## config.mk

```make
export PLATFORM = sky130hd
export DESIGN_NAME = lsu_flat
export DESIGN_NICKNAME = d
export VERILOG_FILES = /design/src/rtl/lsu_pkg.sv /design/src/rtl/lsu_if.sv /design/src/rtl/lsu_align.sv /design/src/rtl/lsu.sv /design/src/flat_wrapper.sv
export SDC_FILE = /design/constraint.sdc
export NUM_CORES = 1
export LEC_CHECK = 0
export BUFFER_PORTS_ARGS = -buffer_cell sky130_fd_sc_hd__buf_4
export CORE_AREA = 2 2 111 113
export DETAILED_ROUTE_END_ITERATION = 8
export DIE_AREA = 0 0 113 115
export HOLD_SLACK_MARGIN = 0.08
export PLACE_DENSITY = 0.82
export SKIP_LAST_GASP = 1
export SYNTH_ARGS = -nofsm -noshare
export SYNTH_HDL_FRONTEND = slang
export SYNTH_SLANG_ARGS = --single-unit
export TNS_END_PERCENT = 100
```

## constraint.sdc

```tcl
create_clock -name clk -period 4 [get_ports clk]
set_input_delay 0.4 -clock clk [delete_from_list [all_inputs] [get_ports clk]]
set_output_delay 0.4 -clock clk [all_outputs]
set_load 0.02 [all_outputs]
```

## src/rtl/lsu_pkg.sv

```systemverilog
// Shared definitions for the scpu load/store unit: RV32I funct3 size codes and FSM states.
package lsu_pkg;

  localparam logic [2:0] F3_B  = 3'b000;
  localparam logic [2:0] F3_H  = 3'b001;
  localparam logic [2:0] F3_W  = 3'b010;
  localparam logic [2:0] F3_BU = 3'b100;
  localparam logic [2:0] F3_HU = 3'b101;

  typedef enum logic [1:0] {
    IDLE = 2'd0,
    REQ  = 2'd1,
    WAIT = 2'd2,
    WB   = 2'd3
  } state_t;

endpackage

```

## src/rtl/lsu_if.sv

```systemverilog
// Bundle of the LSU's execute request, data-memory request/response and register write-back signals.
interface lsu_if #(
  parameter int ADDR_WIDTH = 5,
  parameter int DATA_WIDTH = 32
);
  logic                  req_valid;
  logic                  req_ready;
  logic                  req_wen;
  logic [2:0]            req_funct3;
  logic [DATA_WIDTH-1:0] req_addr;
  logic [DATA_WIDTH-1:0] req_wdata;
  logic [ADDR_WIDTH-1:0] req_rd;

  logic                  mem_valid;
  logic                  mem_ready;
  logic [DATA_WIDTH-1:0] mem_addr;
  logic                  mem_wen;
  logic [3:0]            mem_wmask;
  logic [DATA_WIDTH-1:0] mem_wdata;

  logic                  resp_valid;
  logic [DATA_WIDTH-1:0] resp_rdata;

  logic                  wb_we;
  logic [ADDR_WIDTH-1:0] wb_wa;
  logic [DATA_WIDTH-1:0] wb_wd;
  logic                  err;

  modport slave (
    input  req_valid, req_wen, req_funct3, req_addr, req_wdata, req_rd,
    input  mem_ready, resp_valid, resp_rdata,
    output req_ready, mem_valid, mem_addr, mem_wen, mem_wmask, mem_wdata,
    output wb_we, wb_wa, wb_wd, err
  );

  modport master (
    output req_valid, req_wen, req_funct3, req_addr, req_wdata, req_rd,
    output mem_ready, resp_valid, resp_rdata,
    input  req_ready, mem_valid, mem_addr, mem_wen, mem_wmask, mem_wdata,
    input  wb_we, wb_wa, wb_wd, err
  );
endinterface

```

## src/rtl/lsu_align.sv

```systemverilog
// Combinational lane logic: store byte enables and replicated data, load byte/half extraction
// with sign/zero extension, and the legality check on funct3 and address alignment.
module lsu_align
  import lsu_pkg::*;
(
  input  logic [2:0]  funct3,
  input  logic [1:0]  addr_lo,
  input  logic        wen,
  input  logic [31:0] wdata,
  input  logic [31:0] rdata,
  output logic [3:0]  wmask,
  output logic [31:0] wdata_lane,
  output logic [31:0] rdata_ext,
  output logic        illegal
);

  logic [7:0]  rbyte;
  logic [15:0] rhalf;

  always_comb begin
    rbyte      = rdata[{addr_lo, 3'b000} +: 8];
    rhalf      = addr_lo[1] ? rdata[31:16] : rdata[15:0];
    wmask      = 4'b0000;
    wdata_lane = wdata;
    rdata_ext  = rdata;
    illegal    = 1'b0;
    // Unsigned variants exist only for loads, so they are illegal with wen set.
    case (funct3)
      F3_B: begin
        wmask      = 4'b0001 << addr_lo;
        wdata_lane = {4{wdata[7:0]}};
        rdata_ext  = {{24{rbyte[7]}}, rbyte};
      end
      F3_H: begin
        wmask      = addr_lo[1] ? 4'b1100 : 4'b0011;
        wdata_lane = {2{wdata[15:0]}};
        rdata_ext  = {{16{rhalf[15]}}, rhalf};
        illegal    = addr_lo[0];
      end
      F3_W: begin
        wmask   = 4'b1111;
        illegal = (addr_lo != 2'b00);
      end
      F3_BU: begin
        rdata_ext = {24'd0, rbyte};
        illegal   = wen;
      end
      F3_HU: begin
        rdata_ext = {16'd0, rhalf};
        illegal   = wen | addr_lo[0];
      end
      default: illegal = 1'b1;
    endcase
  end

endmodule

```

## src/rtl/lsu.sv

```systemverilog
// Multi-cycle load/store unit: one memory op at a time, valid/ready memory request,
// single registered write-back beat for loads.
module lsu
  import lsu_pkg::*;
#(
  parameter int ADDR_WIDTH = 5,
  parameter int DATA_WIDTH = 32
) (
  input logic   clk,
  input logic   rst,
  lsu_if.slave  bus
);

  state_t                state;
  logic [2:0]            op_funct3;
  logic [1:0]            op_off;
  logic                  op_wen;
  logic [ADDR_WIDTH-1:0] op_rd;

  logic [2:0]            al_funct3;
  logic [1:0]            al_off;
  logic                  al_wen;
  logic [3:0]            al_wmask;
  logic [31:0]           al_wdata_lane;
  logic [31:0]           al_rdata_ext;
  logic                  al_illegal;

  assign bus.req_ready = (state == IDLE);

  // The aligner checks the incoming request while idle and works on the latched op otherwise.
  always_comb begin
    al_funct3 = op_funct3;
    al_off    = op_off;
    al_wen    = op_wen;
    if (state == IDLE) begin
      al_funct3 = bus.req_funct3;
      al_off    = bus.req_addr[1:0];
      al_wen    = bus.req_wen;
    end
  end

  lsu_align u_align (
    .funct3     (al_funct3),
    .addr_lo    (al_off),
    .wen        (al_wen),
    .wdata      (bus.req_wdata),
    .rdata      (bus.resp_rdata),
    .wmask      (al_wmask),
    .wdata_lane (al_wdata_lane),
    .rdata_ext  (al_rdata_ext),
    .illegal    (al_illegal)
  );

  always_ff @(posedge clk or posedge rst) begin
    if (rst) begin
      state         <= IDLE;
      op_funct3     <= 3'd0;
      op_off        <= 2'd0;
      op_wen        <= 1'b0;
      op_rd         <= '0;
      bus.mem_valid <= 1'b0;
      bus.mem_wen   <= 1'b0;
      bus.mem_addr  <= '0;
      bus.mem_wmask <= 4'd0;
      bus.mem_wdata <= '0;
      bus.wb_we     <= 1'b0;
      bus.wb_wa     <= '0;
      bus.wb_wd     <= '0;
      bus.err       <= 1'b0;
    end else begin
      bus.err <= 1'b0;
      case (state)
        IDLE: begin
          if (bus.req_valid) begin
            if (al_illegal) begin
              bus.err <= 1'b1;
            end else begin
              op_funct3     <= bus.req_funct3;
              op_off        <= bus.req_addr[1:0];
              op_wen        <= bus.req_wen;
              op_rd         <= bus.req_rd;
              bus.mem_valid <= 1'b1;
              bus.mem_wen   <= bus.req_wen;
              bus.mem_addr  <= {bus.req_addr[DATA_WIDTH-1:2], 2'b00};
              bus.mem_wmask <= bus.req_wen ? al_wmask : 4'b0000;
              bus.mem_wdata <= al_wdata_lane;
              state         <= REQ;
            end
          end
        end
        REQ: begin
          if (bus.mem_ready) begin
            bus.mem_valid <= 1'b0;
            bus.mem_wen   <= 1'b0;
            state         <= op_wen ? IDLE : WAIT;
          end
        end
        WAIT: begin
          if (bus.resp_valid) begin
            bus.wb_wd <= al_rdata_ext;
            bus.wb_wa <= op_rd;
            bus.wb_we <= (op_rd != '0);
            state     <= WB;
          end
        end
        WB: begin
          bus.wb_we <= 1'b0;
          state     <= IDLE;
        end
        default: state <= IDLE;
      endcase
    end
  end

endmodule

```

## src/flat_wrapper.sv

```systemverilog
// flat-port wrapper written by rule: the top's interface ports become plain ports
module lsu_flat import lsu_pkg::*;
#(
  parameter int ADDR_WIDTH = 5,
  parameter int DATA_WIDTH = 32
)
  (clk, rst, bus_req_valid, bus_req_wen, bus_req_funct3, bus_req_addr, bus_req_wdata, bus_req_rd, bus_mem_ready, bus_resp_valid, bus_resp_rdata, bus_req_ready, bus_mem_valid, bus_mem_addr, bus_mem_wen, bus_mem_wmask, bus_mem_wdata, bus_wb_we, bus_wb_wa, bus_wb_wd, bus_err);
  lsu_if #(.ADDR_WIDTH(ADDR_WIDTH), .DATA_WIDTH(DATA_WIDTH)) bus_i ();
  input logic clk;
  input logic rst;
  input wire logic [$bits(bus_i.req_valid)-1:0] bus_req_valid;
  input wire logic [$bits(bus_i.req_wen)-1:0] bus_req_wen;
  input wire logic [$bits(bus_i.req_funct3)-1:0] bus_req_funct3;
  input wire logic [$bits(bus_i.req_addr)-1:0] bus_req_addr;
  input wire logic [$bits(bus_i.req_wdata)-1:0] bus_req_wdata;
  input wire logic [$bits(bus_i.req_rd)-1:0] bus_req_rd;
  input wire logic [$bits(bus_i.mem_ready)-1:0] bus_mem_ready;
  input wire logic [$bits(bus_i.resp_valid)-1:0] bus_resp_valid;
  input wire logic [$bits(bus_i.resp_rdata)-1:0] bus_resp_rdata;
  output wire logic [$bits(bus_i.req_ready)-1:0] bus_req_ready;
  output wire logic [$bits(bus_i.mem_valid)-1:0] bus_mem_valid;
  output wire logic [$bits(bus_i.mem_addr)-1:0] bus_mem_addr;
  output wire logic [$bits(bus_i.mem_wen)-1:0] bus_mem_wen;
  output wire logic [$bits(bus_i.mem_wmask)-1:0] bus_mem_wmask;
  output wire logic [$bits(bus_i.mem_wdata)-1:0] bus_mem_wdata;
  output wire logic [$bits(bus_i.wb_we)-1:0] bus_wb_we;
  output wire logic [$bits(bus_i.wb_wa)-1:0] bus_wb_wa;
  output wire logic [$bits(bus_i.wb_wd)-1:0] bus_wb_wd;
  output wire logic [$bits(bus_i.err)-1:0] bus_err;
  assign bus_i.req_valid = bus_req_valid;
  assign bus_i.req_wen = bus_req_wen;
  assign bus_i.req_funct3 = bus_req_funct3;
  assign bus_i.req_addr = bus_req_addr;
  assign bus_i.req_wdata = bus_req_wdata;
  assign bus_i.req_rd = bus_req_rd;
  assign bus_i.mem_ready = bus_mem_ready;
  assign bus_i.resp_valid = bus_resp_valid;
  assign bus_i.resp_rdata = bus_resp_rdata;
  assign bus_req_ready = bus_i.req_ready;
  assign bus_mem_valid = bus_i.mem_valid;
  assign bus_mem_addr = bus_i.mem_addr;
  assign bus_mem_wen = bus_i.mem_wen;
  assign bus_mem_wmask = bus_i.mem_wmask;
  assign bus_mem_wdata = bus_i.mem_wdata;
  assign bus_wb_we = bus_i.wb_we;
  assign bus_wb_wa = bus_i.wb_wa;
  assign bus_wb_wd = bus_i.wb_wd;
  assign bus_err = bus_i.err;
  lsu #(.ADDR_WIDTH(ADDR_WIDTH), .DATA_WIDTH(DATA_WIDTH)) u_core (.clk(clk), .rst(rst), .bus(bus_i));
endmodule
```

==> reports/metrics.yaml <==
synthesis:
  synth-adder-area-share: 0
  synth-simple-area-share: 0.09849
  synth_edf_count: 0
  synthMuxAreaShare: 0.2387
  synth.top_cell.area_share: 0.5161
  yosysUniqueCellTypes: 44
  post_synth.cell_area_avg_um2: 12.07
  synthTopCellsByArea: "dfrtp_1, mux2_4, nand2_1"
  synth_compound_area_frac: 0.1071
  synth-seq-cells: 120
  syn_inst: 482
  synth_top_family_by_area: "multiplexers"
  ys_top_cells_by_count: "dfrtp_1, mux2_4, nand2_1"
  synth_flop_cell: "dfrtp_1"
  netlist_area_um2: 5818
  ys_warn_count: 0
  ys_async_sr_fraction: 1.000
  yosysMostFrequentCell: "dfrtp_1"
  synth_top_area_cell: "dfrtp_1"
  yosysSeqAreaShare: 0.5161
  synth_xor_area_frac: 0
global_route:
  first_global_vias: 4753
  grt_overflow: 0
  antenna_found_initial: 0
  grt_max_degree: 59
  grt_pass1_wl_um: 24760
  grt_use_total: 0.2455
floorplanning:
  rows: 40
  num_io_pins: 220
  die_w_um: 113
  die_area_um2: 13000
  initial_core_util: 0.4926
  placeableCoreArea_um2: 11810
  die_h_um: 115
timing:
  relSlewSlack: 0.2437
  hold_ws_ns: 0.1311
  finalHoldViolCount: 0
  fin_skew_ns: 0.008496
  slew_violations: 0
  setup_tns_ns: 0
  max_freq_ghz: 0.3517
  tightest_slew_ns: 1.129
  fin_crit_sh: 0.7109
  setup_slack_ns: 1.156
  setup_viol: 0
  period_needed_ns: 2.844
  rsz0062_at_grt: "false"
place:
  dp_hpwl_um: 11570
  pre_cts_slack_ns: 1.190
  gp_congestion: 0.9601
  port_buffers: 217
drt:
  num_vias: 4698
  post_drt_wl_per_cell_um: 18.71
  remaining_drc_errors: 10
  dr.pass1.iters: 7
  wirelength_um: 16040
  first_iter_violations: 487
  postRouteAntennaNets: 0
  viasPerCell: 5.482
cells_and_area:
  area_growth_pct: 39.44
  nets: 807
  n_fill_cell: 893
  drive_gt1_frac: 0.5056
  diodes: 0
worst_setup_path:
  reg2regPathDepth: 7
  crit_chain: "or2_1 -> inv_4 -> mux2_2 -> a221oi_2 -> o21bai_4 -> buf_12 -> mux2_4"
  crit_required_ns: 4.28
  start_kind: "flop"
  cp_max_fo: 57
  critPathKind: "flop to flop"
  setup.worst_path.start: "u_core.state[0]"
  cp-end-kind: "flop"
  r2r_start: "u_core.state[0]"
  critPathMaxStageDelay_ns: 0.54
  arrival_ns: 3.13
  critPathSlowestCell: "mux2_2"
flow_run:
  cap_viol_max_count: 0
cts:
  cts_max_level: 4
  cts_buffer_depth: 2
  numCtsBuffers: 17
  path_clk_slew_ns: 0.05
  cts_tree: "done"
  root_buffer: "clkbuf_16"
  post_cts_buffers: 0
  cts_resized: 0
  cts.sinks: 120
  insertion_delay_ns: 0.41
  postCtsHoldBufs: 0
run_status:
  violations: "design-rule violations"
  status: "finished, violations left"
pwr:
  powerDensity_nw_per_um2: 906.5
  ir_drop_uv: 437.7
  power_leakage_nw: 4.088
hold_path:
  hold_class: "input port to asynchronous set/reset pin"
[metrics by stage]
step / util / cell area [µm²] / instances / power (W)
global route: 0.6869 / 8113 / 857 / 0.007722
detailed placement: 0.6372 / 7526 / 824 / 0.005846
finish: 0.6869 / 8113 / 857 / 0.007355
floorplan: - / 5822 / 483 / 0.004493
global placement: 0.6372 / 7526 / 824 / 0.005727
CTS: 0.6856 / 8098 / 856 / 0.007377
[layer usage]
metal	share of wire	track usage	vias up
li1	-	-	2162
met1	0.40	0.3094	2288
met2	0.50	0.3936	209
met3	0.069	0.06906	39
met4	0.030	0.1187	0
met5	0	0	-
[worst max-delay path: cells and delay by family, from the launching register on]
family          cells  cell delay (ns)
mux                 2             0.89
flops               1             0.52
compound gates      2             0.46
buf+inv             2             0.42
simple gates        1             0.39
[power by group]
group          internal [W]  total [W]  switching (W)
Combinational       0.00176    0.00362        0.00187
Sequential          0.00183    0.00225       0.000420
Clock              0.000971    0.00149       0.000514
Total               0.00455    0.00735        0.00280
[logic make-up (layout without fill, tap and decap cells)]
| family | after synthesis | after routing |
|---|---|---|
| flops | 120 | 120 |
| simple gates | 130 | 130 |
| compound gates | 96 | 96 |
| other cells | 1 | 2 |
| mux | 98 | 98 |
| buf+inv | 37 | 264 |
[registers in the layout, indices dropped and copies added, names as in the netlist, 2 cells and up, named ones only]
name and cells:
u_core.bus.wb_wd 32, u_core.op_funct3 3, u_core.bus.mem_addr 30, u_core.bus.mem_wdata 32, u_core.op_off 2, u_core.bus.wb_wa 5
u_core.bus.mem_wmask 4, u_core.op_rd 5
[cells in the final DEF, fill, tap and decap left out, types with 4 or more instances in the layout]
cell type / Yosys / final
buf_4: 3 / 224
dfrtp_1: 120 / 120
mux2_4: 77 / 77
nand2_1: 57 / 57
nor2_1: 38 / 37
o21ai_0: 19 / 19
mux2_2: 18 / 18
a31oi_1: 17 / 17
clkbuf_16: 0 / 17
a21oi_1: 17 / 16
a22oi_1: 16 / 16
nand3_1: 12 / 12
nor3_1: 8 / 8
o22ai_1: 8 / 8
a211oi_1: 7 / 7
clkinv_2: 0 / 6
clkbuf_1: 14 / 5
inv_1: 5 / 4
[cell type report]
class                      count  area, µm²  share of cell area
inverter                       6      27.53            0.003393
sequential                   120       3003              0.3701
tap                          147      183.9             0.02267
multi-input combinational    326       2610              0.3217
timing repair buffer         226       1717              0.2116
clock buffer                  22      444.2             0.05475
clock inverter                10      127.6             0.01573
[worst paths after layout]
check                                           end  slack [ns]
max                        u_core.bus.mem_wdata[28]        1.16
min                        u_core.bus.mem_wdata[21]        0.13
max reg2reg                u_core.bus.mem_wdata[28]        1.16
min reg2reg                     u_core.bus.wb_wa[3]        0.48
max in group asynchronous       u_core.bus.wb_wd[3]        2.91
min in group clk                    u_core.op_rd[4]        0.22
Power figures use the tool's default switching activity.
